### src/rtl/apb_master.sv
// APB initiator: turns a valid/ready command into one SETUP/ACCESS transfer and a one-cycle response.
// Optional ACCESS timeout abort enabled by defining APB_MASTER_TIMEOUT_EN.
module apb_master #(
    parameter int unsigned DATA_WIDTH     = 32,
    parameter int unsigned BUS_WIDTH      = 64,
    parameter int unsigned ADDR_WIDTH     = 32,
    parameter int unsigned MAX_DIM        = BUS_WIDTH / DATA_WIDTH,
    parameter int unsigned TIMEOUT_CYCLES = 16
) (
    input  logic                  clk_i,
    input  logic                  rst_ni,
    input  logic                  cmd_valid_i,
    output logic                  cmd_ready_o,
    input  logic                  cmd_write_i,
    input  logic [ADDR_WIDTH-1:0] cmd_addr_i,
    input  logic [BUS_WIDTH-1:0]  cmd_wdata_i,
    input  logic [MAX_DIM-1:0]    cmd_strb_i,
    output logic                  rsp_valid_o,
    output logic [BUS_WIDTH-1:0]  rsp_rdata_o,
    output logic                  rsp_slverr_o,
    output logic                  psel_o,
    output logic                  penable_o,
    output logic                  pwrite_o,
    output logic [ADDR_WIDTH-1:0] paddr_o,
    output logic [BUS_WIDTH-1:0]  pwdata_o,
    output logic [MAX_DIM-1:0]    pstrb_o,
    input  logic                  pready_i,
    input  logic [BUS_WIDTH-1:0]  prdata_i,
    input  logic                  pslverr_i
);

    typedef enum logic [1:0] {
        IDLE   = 2'd0,
        SETUP  = 2'd1,
        ACCESS = 2'd2
    } state_t;

    state_t                r_state;
    logic                  r_psel;
    logic                  r_penable;
    logic                  r_pwrite;
    logic [ADDR_WIDTH-1:0] r_paddr;
    logic [BUS_WIDTH-1:0]  r_pwdata;
    logic [MAX_DIM-1:0]    r_pstrb;
    logic                  r_rsp_valid;
    logic [BUS_WIDTH-1:0]  r_rsp_rdata;
    logic                  r_rsp_slverr;

`ifdef APB_MASTER_TIMEOUT_EN
    localparam int unsigned CNT_W = $clog2(TIMEOUT_CYCLES + 1);
    logic [CNT_W-1:0] r_wait_cnt;
`else
    // Timeout length has no effect when the wait counter is not built.
    if (TIMEOUT_CYCLES == 0) begin : g_timeout_unused
    end
`endif

    assign cmd_ready_o = (r_state == IDLE) && rst_ni;

    always_ff @(posedge clk_i) begin
        if (!rst_ni) begin
            r_state      <= IDLE;
            r_psel       <= 1'b0;
            r_penable    <= 1'b0;
            r_pwrite     <= 1'b0;
            r_paddr      <= '0;
            r_pwdata     <= '0;
            r_pstrb      <= '0;
            r_rsp_valid  <= 1'b0;
            r_rsp_rdata  <= '0;
            r_rsp_slverr <= 1'b0;
`ifdef APB_MASTER_TIMEOUT_EN
            r_wait_cnt   <= '0;
`endif
        end else begin
            r_rsp_valid <= 1'b0;
            case (r_state)
                IDLE: begin
                    // Reads drive zero data and strobes onto the bus.
                    if (cmd_valid_i && cmd_ready_o) begin
                        r_pwrite <= cmd_write_i;
                        r_paddr  <= cmd_addr_i;
                        r_pwdata <= cmd_write_i ? cmd_wdata_i : '0;
                        r_pstrb  <= cmd_write_i ? cmd_strb_i : '0;
                        r_psel   <= 1'b1;
                        r_state  <= SETUP;
                    end
                end
                SETUP: begin
                    r_penable <= 1'b1;
                    r_state   <= ACCESS;
`ifdef APB_MASTER_TIMEOUT_EN
                    r_wait_cnt <= '0;
`endif
                end
                ACCESS: begin
                    if (pready_i) begin
                        r_rsp_valid  <= 1'b1;
                        r_rsp_slverr <= pslverr_i;
                        r_rsp_rdata  <= r_pwrite ? '0 : prdata_i;
                        r_psel       <= 1'b0;
                        r_penable    <= 1'b0;
                        r_state      <= IDLE;
                    end
`ifdef APB_MASTER_TIMEOUT_EN
                    else if (r_wait_cnt == CNT_W'(TIMEOUT_CYCLES - 1)) begin
                        r_rsp_valid  <= 1'b1;
                        r_rsp_slverr <= 1'b1;
                        r_rsp_rdata  <= '0;
                        r_psel       <= 1'b0;
                        r_penable    <= 1'b0;
                        r_state      <= IDLE;
                    end else begin
                        r_wait_cnt <= r_wait_cnt + CNT_W'(1);
                    end
`endif
                end
                default: begin
                    r_psel    <= 1'b0;
                    r_penable <= 1'b0;
                    r_state   <= IDLE;
                end
            endcase
        end
    end

    assign psel_o       = r_psel;
    assign penable_o    = r_penable;
    assign pwrite_o     = r_pwrite;
    assign paddr_o      = r_paddr;
    assign pwdata_o     = r_pwdata;
    assign pstrb_o      = r_pstrb;
    assign rsp_valid_o  = r_rsp_valid;
    assign rsp_rdata_o  = r_rsp_rdata;
    assign rsp_slverr_o = r_rsp_slverr;

endmodule

### config.mk
export PLATFORM = sky130hd
export DESIGN_NAME = apb_master
export DESIGN_NICKNAME = d
export VERILOG_FILES = /design/src/rtl/apb_master.sv
export SDC_FILE = /design/constraint.sdc
export NUM_CORES = 1
export LEC_CHECK = 0
export BUFFER_PORTS_ARGS = -buffer_cell sky130_fd_sc_hd__buf_2
export CORE_MARGIN = 5
export CORE_UTILIZATION = 29
export CTS_CLUSTER_SIZE = 8
export DETAILED_ROUTE_END_ITERATION = 8
export GPL_TIMING_DRIVEN = 0
export PLACE_DENSITY = 0.58
export SLEW_MARGIN = 10
export SYNTH_ARGS = -nofsm -noshare
export SYNTH_HDL_FRONTEND = slang
export SYNTH_SLANG_ARGS = --single-unit
export TNS_END_PERCENT = 10
### constraint.sdc
create_clock -name clk_i -period 1.8 [get_ports clk_i]
set_clock_uncertainty 0.05 [all_clocks]
set_input_delay 0.09 -clock clk_i [delete_from_list [all_inputs] [get_ports clk_i]]
set_output_delay 0.09 -clock clk_i [all_outputs]
set_load 0.005 [all_outputs]
==> flow_metrics.env <==
export IMPL_clk_path_buf_depth=2
export IMPL_cts_resized=0
export IMPL_yosys_most_used_dff="dfxtp_1"
export IMPL_grt_overflow=0
export IMPL_track_usage_pct=17.55
export IMPL_antenna_cells=0
export IMPL_io_buffers=333
export IMPL_maxCapViolCount=0
export IMPL_wire_per_inst_um=15.26
export IMPL_r2r_start="pwrite_o"
export IMPL_clock_sinks=169
export IMPL_area_growth_pct=64.54
export IMPL_synth_async_sr_flop_share_pct=0
export IMPL_synthCells=731
export IMPL_yosys_warnings=0
export IMPL_min_path_cells=3
export IMPL_detail_route_antenna_nets=0
export IMPL_path_clk_slew_ps=70
export IMPL_ys_ff_latch=169
export IMPL_slew_headroom_pct=62.34
export IMPL_synthTopCellsByCount="231 x nand2_1, 169 x dfxtp_1, 164 x mux2i_1"
export IMPL_synth_edf_count=0
export IMPL_die_w_um=164.2
export IMPL_die_area_mm2=0.02696
export IMPL_fin_crit_sh_pct=89.36
export IMPL_drtPass1Iterations=4
export IMPL_rr_worst_depth=4
export IMPL_nFillCells=2212
export IMPL_drive_above_1_share_pct=30.75
export IMPL_grt_max_degree=18
export IMPL_syn_nets=899
export IMPL_clockRootBuffer="clkbuf_16"
export IMPL_synth_most_common_cell="nand2_1"
export IMPL_cp_max_fo=10
export IMPL_timing_fmax_mhz=621.7
export IMPL_end_kind="flop"
export IMPL_grt_pass1_vias=7382
export IMPL_hold_slack_ps=20.15
export IMPL_cts_buffers=17
export IMPL_drv_slew=0
export IMPL_clkPwrFrac_pct=41.5
export IMPL_synthTopCellsByArea="dfxtp_1 49%, mux2i_1 24%, nand2_1 13%, nand3b_1 7.0%, inv_1 1.9%"
export IMPL_tritoncts="yes"
export IMPL_power_leakage_uw=0.005712
export IMPL_wl_um=24330
export IMPL_worst_ir_drop_vdd_uv=548.2
export IMPL_fp_dieH_um=164.2
export IMPL_vias=6921
export IMPL_nets=1430
export IMPL_hold_viol=0
export IMPL_combPwrFrac_pct=14.8
export IMPL_grt_pass1_wl_um=37560
export IMPL_post_dp_hpwl_um=17120
export IMPL_status="complete, no violations"
export IMPL_fin_tns_setup_ps=0
export IMPL_syn_area_mm2=0.006895
export IMPL_post_synth_top_area_fraction_pct=49.07
export IMPL_crit_start="pwrite_o"
export IMPL_htreeDepth=4
export IMPL_power_per_cell_area_mw_per_mm2=805.4
export IMPL_coreArea_mm2=0.02347
export IMPL_pin_count=336
export IMPL_critPathKind="reg -> reg"
export IMPL_drtIter0Drc=305
export IMPL_synth_avg_cell_area_um2=9.433
export IMPL_synth_top_area_cell="dfxtp_1"
export IMPL_viasPerCell=4.342
export IMPL_worstPathRequired_ps=2050
export IMPL_rsz0062_at_grt="false"
export IMPL_power_switching_uw=2452
export IMPL_hp_start="cmd_write_i"
export IMPL_arrival_ps=1860
export IMPL_finalCriticalPeriod_ps=1609
export IMPL_synth_cell_types=18
export IMPL_clk_insertion_delay_late_ps=420
export IMPL_worst_pin_slew_ps=565.0
export IMPL_worstHoldPathType="in -> reg"
export IMPL_synth_seq_area_share_pct=49.07
export IMPL_p_seq_share_pct=43.7
export IMPL_gp_congestion=0.7764
export IMPL_drc_errors=0
export IMPL_setup_viol=0
export IMPL_regToRegSetupSlack_ps=190
export IMPL_p_int_uw=6686
export IMPL_initial_utilization_pct=29.38
export IMPL_antenna_found_initial=1
export IMPL_power_share_switching_pct=26.84
export IMPL_fp_row_count=56
export IMPL_cp_start_kind="flop"
registers in the layout (all words and copies together), names as in the netlist:
name          count
rsp_rdata_o      64
r_state           2
rsp_valid_o       1
pwrite_o          1
penable_o         1
pwdata_o         64
rsp_slverr_o      1
psel_o            1
paddr_o          32
pstrb_o           2
worst paths after layout:
path / to
max: rsp_rdata_o[35]
min: pwdata_o[33]
max reg2reg: rsp_rdata_o[35]
min reg2reg: rsp_rdata_o[54]
timing repair:
item                                    CTS  global route
endpoints found under the setup margin    0             0
hold endpoints to repair                165             0
hold buffers                            179             0
setup buffers                             0             0
per-stage QoR:
step / util (%) / cell area [um2] / power [uW] / worst slack (ps) / instances
finish: 48.34 / 11350 / 9138 / 191.5 / 1594
global route: 48.34 / 11350 / 9564 / 44.43 / 1594
CTS: 48.34 / 11350 / 9257 / 166.3 / 1594
detailed placement: 38.18 / 8961 / 5128 / 116.8 / 1383
global placement: 38.18 / 8961 / 5120 / 147.5 / 1383
floorplan: - / 6895 / 4607 / 535.2 / 731
power by group through the flow:
stage          Combinational (uW)  Sequential [uW]  Clock, uW
5_1_grt                      1480             4020       4070
6_report                     1350             4000       3790
4_1_cts                      1350             3990       3910
2_1_floorplan                 513             4090          0
3_3_place_gp                 1040             4080          0
3_5_place_dp                 1050             4080          0
cell families after synthesis:
logic type      share of synthesized area, %
compound gates                        0.4536
buf+inv                                6.442
flops                                  49.07
mux                                    23.81
simple gates                           20.23
area by class of cell:
type,instances,area (um2),share of cell area [%]
Clock inverter,14,153.9,1.356
Inverter,34,127.6,1.125
Timing Repair Buffer,512,3458,30.48
Clock buffer,18,439.2,3.871
Multi-Input combinational cell,469,3068,27.04
Buffer,59,316.6,2.790
Tap cell,319,399.1,3.518
Sequential cell,169,3383,29.82
placed cells by master (no fill, tap or decap), types with 2 or more instances in the layout:
| master | count |
|---|---|
| buf_2 | 343 |
| nand2_1 | 231 |
| clkinv_4 | 2 |
| nor3b_1 | 2 |
| inv_8 | 5 |
| inv_6 | 4 |
| mux2i_1 | 164 |
| nand3b_1 | 64 |
| dfxtp_1 | 169 |
| buf_6 | 6 |
| clkbuf_1 | 33 |
| dlygate4sd3_1 | 179 |
| clkbuf_16 | 17 |
| buf_4 | 10 |
| clkinvlp_4 | 2 |
| inv_1 | 34 |
worst max-delay path, stage by stage, from the launching register on:
cell,delay [ps]
dfxtp_1,360
clkbuf_1,430
clkbuf_1,310
nand3b_1,220
mux2i_1,110
routing by layer:
| metal | wire length [um] | part of all wire, % | vias to the layer above | track usage (%) |
|---|---|---|---|---|
| met5 | 13 | 0.053 | - | 0 |
| met4 | 741 | 3.0 | 2 | 6.939 |
| met3 | 2214 | 9.1 | 49 | 6.550 |
| met2 | 11330 | 47 | 284 | 30.13 |
| met1 | 10030 | 41 | 3150 | 19.70 |
| li1 | - | - | 3436 | - |
(Power assumes the default switching activity.)
